[src/rtl/usb_pkg.sv]
// rtl/usb_pkg.sv - shared USB token constants, state encoding and CRC5 step
package usb_pkg;

   localparam logic [3:0] PID_OUT   = 4'b0001;
   localparam logic [3:0] PID_IN    = 4'b1001;
   localparam logic [3:0] PID_SOF   = 4'b0101;
   localparam logic [3:0] PID_SETUP = 4'b1101;

   localparam logic [4:0] CRC5_POLY = 5'b00101;
   localparam logic [4:0] CRC5_INIT = 5'b11111;

   // addr[6:0] followed by endp[3:0], LSB first
   localparam int CRC_BITS = 11;

   typedef enum logic [2:0] {
      ST_IDLE,
      ST_CRC,
      ST_PID,
      ST_B1,
      ST_B2,
      ST_GAP
   } state_t;

   function automatic logic [4:0] crc5_step(input logic [4:0] crc, input logic b);
      logic fb;
      fb = b ^ crc[4];
      return {crc[3:0], 1'b0} ^ (fb ? CRC5_POLY : 5'b00000);
   endfunction

endpackage

[src/rtl/usb_crc5_serial.sv]
// rtl/usb_crc5_serial.sv - bit-serial USB CRC5 register, one data bit per enabled cycle
module usb_crc5_serial
   import usb_pkg::*;
(
   input  logic       clk,
   input  logic       reset,
   input  logic       init,
   input  logic       en,
   input  logic       din,
   output logic [4:0] crc
);

   always_ff @(posedge clk) begin
      if (reset || init) begin
         crc <= CRC5_INIT;
      end else if (en) begin
         crc <= crc5_step(crc, din);
      end
   end

endmodule

[src/rtl/usb_token_tx.sv]
// rtl/usb_token_tx.sv - builds a 3-byte USB token packet and sends it over a valid/ready byte port
module usb_token_tx
   import usb_pkg::*;
#(
   parameter int IDLE_GAP = 2
) (
   input  logic       clk,
   input  logic       reset,
   input  logic       send_data,
   input  logic [3:0] pid,
   input  logic [6:0] addr,
   input  logic [3:0] endp,
   input  logic       tx_ready,
   output logic       tx_valid,
   output logic [7:0] tx_data,
   output logic       busy,
   output logic       done
);

   localparam int GW = (IDLE_GAP > 1) ? $clog2(IDLE_GAP) : 1;

   state_t        state;
   state_t        next_state;
   logic [3:0]    pid_q;
   logic [6:0]    addr_q;
   logic [3:0]    endp_q;
   logic [3:0]    bit_cnt;
   logic [GW-1:0] gap_cnt;
   logic [4:0]    crc;
   logic [10:0]   crc_data;
   logic          accept;
   logic          last_bit;
   logic          gap_last;
   logic          tx_valid_d;
   logic [7:0]    tx_data_d;
   logic          done_d;

   assign accept   = (state == ST_IDLE) && send_data;
   assign crc_data = {endp_q, addr_q};
   assign last_bit = (bit_cnt == 4'(CRC_BITS - 1));
   assign gap_last = (gap_cnt == GW'(IDLE_GAP - 1));
   assign busy     = (state != ST_IDLE);

   usb_crc5_serial u_crc5 (
      .clk   (clk),
      .reset (reset),
      .init  (accept),
      .en    (state == ST_CRC),
      .din   (crc_data[bit_cnt]),
      .crc   (crc)
   );

   always_ff @(posedge clk) begin
      if (reset) begin
         state <= ST_IDLE;
      end else begin
         state <= next_state;
      end
   end

   always_comb begin
      next_state = state;
      case (state)
         ST_IDLE: if (send_data) next_state = ST_CRC;
         ST_CRC:  if (last_bit) next_state = ST_PID;
         ST_PID:  if (tx_ready) next_state = ST_B1;
         ST_B1:   if (tx_ready) next_state = ST_B2;
         ST_B2:   if (tx_ready) next_state = (IDLE_GAP == 0) ? ST_IDLE : ST_GAP;
         ST_GAP:  if (gap_last) next_state = ST_IDLE;
         default: next_state = ST_IDLE;
      endcase
   end

   // Output bytes are chosen from the upcoming state so they appear registered on entry
   always_comb begin
      tx_valid_d = 1'b0;
      tx_data_d  = 8'h00;
      done_d     = (state == ST_B2) && tx_ready;
      case (next_state)
         ST_PID: begin
            tx_valid_d = 1'b1;
            tx_data_d  = {~pid_q, pid_q};
         end
         ST_B1: begin
            tx_valid_d = 1'b1;
            tx_data_d  = {endp_q[0], addr_q};
         end
         ST_B2: begin
            tx_valid_d = 1'b1;
            tx_data_d  = {~crc[0], ~crc[1], ~crc[2], ~crc[3], ~crc[4], endp_q[3:1]};
         end
         default: begin
            tx_valid_d = 1'b0;
            tx_data_d  = 8'h00;
         end
      endcase
   end

   always_ff @(posedge clk) begin
      if (reset) begin
         pid_q   <= 4'h0;
         addr_q  <= 7'h00;
         endp_q  <= 4'h0;
         bit_cnt <= 4'd0;
         gap_cnt <= '0;
      end else begin
         if (accept) begin
            pid_q  <= pid;
            addr_q <= addr;
            endp_q <= endp;
         end
         bit_cnt <= (state == ST_CRC) ? bit_cnt + 4'd1 : 4'd0;
         gap_cnt <= (state == ST_GAP) ? gap_cnt + GW'(1) : '0;
      end
   end

   always_ff @(posedge clk) begin
      if (reset) begin
         tx_valid <= 1'b0;
         tx_data  <= 8'h00;
         done     <= 1'b0;
      end else begin
         tx_valid <= tx_valid_d;
         tx_data  <= tx_data_d;
         done     <= done_d;
      end
   end

endmodule

[config.mk]
export PLATFORM = sky130hd
export DESIGN_NAME = usb_token_tx
export DESIGN_NICKNAME = d
export VERILOG_FILES = /design/src/rtl/usb_pkg.sv /design/src/rtl/usb_crc5_serial.sv /design/src/rtl/usb_token_tx.sv
export SDC_FILE = /design/constraint.sdc
export NUM_CORES = 1
export LEC_CHECK = 0
export CAP_MARGIN = 20
export CELL_PAD_IN_SITES_DETAIL_PLACEMENT = 1
export CELL_PAD_IN_SITES_GLOBAL_PLACEMENT = 1
export CORE_AREA = 2 2 61 75
export CTS_CLUSTER_SIZE = 24
export DETAILED_ROUTE_END_ITERATION = 16
export DIE_AREA = 0 0 63 77
export GPL_ROUTABILITY_DRIVEN = 0
export HOLD_SLACK_MARGIN = 0.08
export PLACE_DENSITY = 0.85
export SLEW_MARGIN = 15
export SYNTH_ARGS = -nofsm -noshare
export SYNTH_HDL_FRONTEND = slang
export SYNTH_SLANG_ARGS = --single-unit
[constraint.sdc]
create_clock -name clk -period 4 [get_ports clk]
set_clock_uncertainty 0.05 [all_clocks]
set_input_delay 0.4 -clock clk [delete_from_list [all_inputs] [get_ports clk]]
set_output_delay 0.4 -clock clk [all_outputs]
set_load 0.01 [all_outputs]
==> results.txt, run 1 <==
run status = completed
Slew Limit Fails = 0
Hold Vio Cnt, Final = 0
Root Buffer = clkbuf_8
Crit path required time = 4.13 ns
Hold Crit Start = addr_q[2]$_SDFFE_PP0P_
GR Overflow Total = 0
DRT iter0 DRCs = 28
number of port buffers = 29
TritonCTS Sinks = 38
Seq cells post-synth = 38
Synth Area per Inst = 8.850 um^2
Syn Nets = 212
Hold Path Class = register to register
clk_lat worst skew = 0.29 ns
DR top layer = met4
overall routing resource usage = 19.38%
hold depth = 2
VDD IR max = 0.0002562 V
metal3 WL = 145 um
Main synth FF type = dfxtp_1
Rows = 26
post-route ant nets = 0
vias per inst = 5.261
post-synth cell types = 45
Inserted Diodes = 0
PD cells = 356.6 mW/mm^2
detailed-route via count = 1431
overall routed net length = 4.262 mm
die area = 0.004851 mm^2
setup TNS = 0 ns
WS Path Type = input port to register
cell area after synthesis = 0.001690 mm^2
cells after synthesis = 191
Hold Path Sink = addr_q[2]$_SDFFE_PP0P_
crit path DAT = 2.73 ns
vias in the first global route = 1477
maxcap violations = 0
Setup crit start kind = input port
post-cts sizing count = 0
combinational power share = 11.6%
CTS tree = done
Peak Freq = 0.3855 GHz
post-CTS setup buffer count = 0
slowest CP cell = a211oi_2
clock share of power = 33.0%
Slew @ Worst Pin = 0.9464 ns
RSZ-0062 raised after global routing = no
Clock Tree Buf Depth = 2
max incr delay on CP = 0.76 ns
min cycle time layout = 2.594 ns
worst r2r dst = tx_data[4]$_SDFF_PP0_
Worst R2R Start = state[0]$_SDFF_PP0_
post-DP HPWL = 3.029 mm
Met2 Routed Length = 2.286 mm
met1 wire length = 1.738 mm
sequential share of the synthesized area = 45.00%
number of synthesized flops with an enable pin = 0
top-area cell type share of the netlist area = 45.00%
CP Max Fanout = 16
Synth async-reset ratio = 0%
slew margin rel. = 36.79%
core area = 0.004131 mm^2
Initial DRT Pass Iterations = 4
Final setup violation count = 0
first-pass GRT wire length = 7.169 mm
R2R setup slack = 1.45 ns
CP Cell Sequence = clkdlybuf4s50_1 > or4b_1 > o21ai_2 > a211oi_2 > nor2_1 > o32ai_1
initial core utilization = 40.91%
P&R area growth vs syn = 22.35%
worst r2r path cells = 5
routed len/inst = 15.67 um
pin count of the biggest net entering global routing = 27
clock transition at the registers of the reported paths = 0.07 ns
Final Core Density = 50.06%
share of cells above drive strength 1 = 6.019%
Die Ht = 77 um
critical path endpoint category = register
Final nets = 237
initial antenna violation count = 0
largest cells by area after synthesis = dfxtp_1, nand2_1, mux2i_1
Syn. warnings = 0
switching share of power = 24.94%
Internal = 553.6 uW
area leader, netlist = dfxtp_1
Psw = 184.0 uW
htree depth = 2
Die Wd = 63 um
period utilisation layout = 64.84%
cts bufs inserted = 5
# IOs = 30
Pleak = 0.7766 nW
sequential power share = 55.3%
Hold-fix buffers, CTS = 0
DR DRC count = 0
==> synth_stat cells, drive strengths merged (4+ instances only) <==
| cell type | instances |
|---|---|
| dfxtp | 38 |
| nand2 | 35 |
| a21oi | 21 |
| nor2 | 13 |
| mux2i | 11 |
| buf | 7 |
| inv | 6 |
| clkbuf | 5 |
| nand2b | 5 |
| nor3 | 4 |
| xor2 | 4 |
==> sequential cells by signal, indices dropped and copies added, names as in the netlist <==
register	flops
state	3
pid_q	4
tx_valid	1
endp_q	4
done	1
bit_cnt	4
u_crc5.crc	5
tx_data	8
addr_q	7
gap_cnt	1
==> cells in the final DEF (no fill, tap or decap), types with 3 or more instances in the layout <==
| cell type | count |
|---|---|
| a21oi_1 | 20 |
| clkbuf_8 | 5 |
| clkdlybuf4s50_1 | 29 |
| dfxtp_1 | 38 |
| inv_1 | 6 |
| mux2i_1 | 11 |
| nand2_1 | 35 |
| nand2b_1 | 5 |
| nand3_1 | 3 |
| nor2_1 | 12 |
| nor3_1 | 4 |
| o2bb2ai_1 | 3 |
| xor2_1 | 4 |
==> cell type report <==
type / count / area, um^2
fillers: 502 / 2063
multi-input cells: 135 / 840.8
flip-flops and latches: 38 / 760.7
repair buffers: 30 / 297.8
clock buffers: 7 / 76.32
well taps: 56 / 70.07
inverters: 6 / 22.52
==> worst max-delay path: cells and delay by family <==
| family | cells | cell delay, ns |
|---|---|---|
| compound gates | 3 | 1.18 |
| buf+inv | 1 | 0.45 |
| simple gates | 2 | 0.69 |
==> worst max path at each step <==
stage / cells after the start / slack [ns] / endpoint / from
after detailed placement: 6 / 1.17 / tx_data[6]$_SDFF_PP0_ / send_data
after global placement: 6 / 1.25 / tx_data[6]$_SDFF_PP0_ / send_data
final: 6 / 1.41 / tx_data[4]$_SDFF_PP0_ / send_data
after global routing: 6 / 1.22 / tx_data[4]$_SDFF_PP0_ / send_data
after CTS: 6 / 1.39 / tx_data[4]$_SDFF_PP0_ / send_data
after floorplan: 9 / 2.15 / tx_data[4]$_SDFF_PP0_ / bit_cnt[0]$_SDFF_PP0_
==> power groups by stage <==
stage	registers (mW)	clock network (mW)	logic (mW)
3_5_place_dp	0.417	0	0.0857
2_1_floorplan	0.408	0	0.0617
5_1_grt	0.410	0.269	0.0967
6_report	0.408	0.244	0.0857
4_1_cts	0.408	0.251	0.0868
3_3_place_gp	0.416	0	0.0831
==> cells by family (layout without fill, tap and decap cells) <==
group	count (synthesis)	count (layout)	synth area share, %
AND/OR/NAND/NOR	75	75	21.32
AO/OA/AOI/OAI	41	41	16.51
flip-flops	38	38	45.00
XOR/XNOR	5	5	2.591
buffers and inverters	18	43	5.255
multiplexers	12	12	7.846
adder cells (fa/ha/maj)	2	2	1.480
==> per-layer routing <==
| layer | global-route usage [%] | up-vias |
|---|---|---|
| met5 | 0 | - |
| met4 | 7.333 | 0 |
| met3 | 5.132 | 8 |
| met2 | 34.36 | 26 |
| met1 | 21.92 | 689 |
| li1 | - | 708 |
==> per-stage QoR <==
step           instances  setup slack, ns  cell area (um^2)  total power, mW  hold slack [ns]
6_report             272            1.406              2068           0.7376           0.4186
5_1_grt              272            1.223              2068           0.7757           0.4375
4_1_cts              272            1.395              2068           0.7460           0.4253
3_5_place_dp         265            1.175              1992           0.5026           0.4013
3_3_place_gp         265            1.254              1992           0.4994           0.3974
2_1_floorplan        191            2.150              1690           0.4696           0.3729
Power figures use the tool's default switching activity.
==> run 2: changes to the inputs <==
CORE_AREA = 2 2 64 78   (was 2 2 61 75)
DIE_AREA = 0 0 66 80   (was 0 0 63 77)
PLACE_DENSITY = 0.79   (was 0.85)
clock period = 2.7 ns   (was 4 ns; I/O delays follow)
==> results.txt, run 2 (same netlist as run 1, synthesis figures left out) <==
run status = completed
GR Overflow Total = 0 (unchanged)
Largest register FFs = 8 (unchanged)
setup TNS = 0 ns (unchanged)
Final setup violation count = 0 (unchanged)
P&R area growth vs syn = 23.83%
most common cell after layout, fill and taps aside = dfxtp_1
slew margin rel. = 35.43% (-1.4 points)
Slew @ Worst Pin = 0.9668 ns (+0.02039 ns)
first-pass GRT wire length = 7.044 mm (-1.7%)
CTS tree = done
Final nets = 240 (+1.3%)
Design Power = 1.095 mW (+49%)
Hold-fix buffers, CTS = 0 (unchanged)
DRT iter0 DRCs = 37 (+32%)
Setup crit start = bit_cnt[1]$_SDFF_PP0_
hold depth = 2 (unchanged)
worst r2r path cells = 6 (+1)
min cycle time layout = 2.307 ns
clock transition at the registers of the reported paths = 0.07 ns (about the same)
RSZ-0062 raised after global routing = no
post-CTS setup buffer count = 0 (unchanged)
overall routed net length = 4.169 mm (-2.2%)
Hold Vio Cnt, Final = 0 (unchanged)
most frequent cells in the layout = dfxtp_1, nand2_1, clkdlybuf4s50_1
initial antenna violation count = 0 (unchanged)
PD cells = 523.3 mW/mm^2 (+47%)
worst r2r dst = tx_data[6]$_SDFF_PP0_
cts bufs inserted = 5 (unchanged)
critical path endpoint category = register
VDD IR max = 0.0002946 V (+15%)
Initial DRT Pass Iterations = 4 (unchanged)
Die Wd = 66 um (+4.8%)
Peak Freq = 0.4335 GHz
Clock Tree Buf Depth = 2 (unchanged)
TritonCTS Sinks = 38 (unchanged)
share of cells above drive strength 1 = 7.306% (+1.3 points)
WS Path Type = register to register
post-DP HPWL = 3.070 mm (+1.3%)
top flop regs = tx_data x8, addr_q x7, u_crc5.crc x5
vias in the first global route = 1483 (+0.41%)
die area = 0.005280 mm^2 (+8.8%)
routed len/inst = 15.05 um (-3.9%)
Pleak = 0.7904 nW (+1.8%)
initial core utilization = 37.34% (-3.6 points)
CP Max Fanout = 12 (-4)
maxcap violations = 0 (unchanged)
post-cts sizing count = 0 (unchanged)
crit path DAT = 2.41 ns (-0.32 ns)
htree depth = 2 (unchanged)
vias per inst = 5.105 (-3.0%)
clk_lat worst skew = 0.28 ns (about the same)
detailed-route via count = 1414 (-1.2%)
Rows = 27 (+3.8%)
# IOs = 30 (unchanged)
pin count of the biggest net entering global routing = 26 (-3.7%)
number of port buffers = 29 (unchanged)
Die Ht = 80 um (+3.9%)
Crit path required time = 2.80 ns (-1.33 ns)
Slew Limit Fails = 0 (unchanged)
core area = 0.004527 mm^2 (+9.6%)
Hold Path Sink = addr_q[2]$_SDFFE_PP0P_
Most flops, register = tx_data
period utilisation layout = 85.43%
post-route ant nets = 0 (unchanged)
Setup crit start kind = register
overall routing resource usage = 17.86% (-1.5 points)
R2R setup slack = 0.39 ns (-1.06 ns)
Inserted Diodes = 0 (unchanged)
Root Buffer = clkbuf_8
Hold Path Class = register to register
Worst R2R Start = bit_cnt[1]$_SDFF_PP0_
DR DRC count = 0 (unchanged)
Hold Crit Start = addr_q[2]$_SDFFE_PP0P_
-- run 2: cell type report --
| cell class | instances | area [um^2] |
|---|---|---|
| Clock buffer | 7 | 76.32 |
| Fill cell | 551 | 2434 |
| Inverter | 6 | 22.52 |
| Multi-Input combinational cell | 135 | 840.8 |
| Sequential cell | 38 | 760.7 |
| Tap cell | 58 | 72.57 |
| Timing Repair Buffer | 33 | 320.3 |
-- run 2: how the worst max path moves through the flow --
stage	slack, ns	cells past startpoint	to
after floorplan	0.85	9	tx_data[4]$_SDFF_PP0_
after global placement	0.41	5	tx_data[4]$_SDFF_PP0_
after detailed placement	0.29	5	tx_data[2]$_SDFF_PP0_
after CTS	0.36	6	tx_data[6]$_SDFF_PP0_
after global routing	0.24	6	tx_data[6]$_SDFF_PP0_
final	0.39	6	tx_data[6]$_SDFF_PP0_
-- run 2: routing by layer --
| metal | wire length, um | up-vias | track usage (%) |
|---|---|---|---|
| li1 | - | 709 | - |
| met1 | 1674 | 669 | 19.83 |
| met2 | 2253 | 24 | 32.22 |
| met3 | 120 | 12 | 4.090 |
| met4 | 119 | 0 | 7.347 |
| met5 | 0 | - | 0 |
-- run 2: power by group --
part           switching [mW]  internal (mW)  leakage (nW)
sequential             0.0230          0.581         0.309
combinational          0.0656         0.0646         0.443
clock                   0.184          0.178        0.0383
-- run 2: metrics by stage --
step | cells | cell area [um^2] | hold WS [ns] | util, % | setup slack [ns]
floorplan | 191 | 1690 | 0.3560 | - | 0.8495
global placement | 270 | 2017 | 0.4094 | 44.56 | 0.4080
detailed placement | 270 | 2017 | 0.4155 | 44.56 | 0.2882
CTS | 277 | 2093 | 0.4263 | 46.24 | 0.3614
global route | 277 | 2093 | 0.4521 | 46.24 | 0.2350
finish | 277 | 2093 | 0.4230 | 46.24 | 0.3933
-- run 2: worst max-delay path, cell delays in order (launching register included) --
cell      delay [ns]
dfxtp_1         0.50
ha_1            0.20
and3b_1         0.20
o21ai_2         0.07
a211oi_2        0.76
mux2i_1         0.30
o22ai_1         0.09
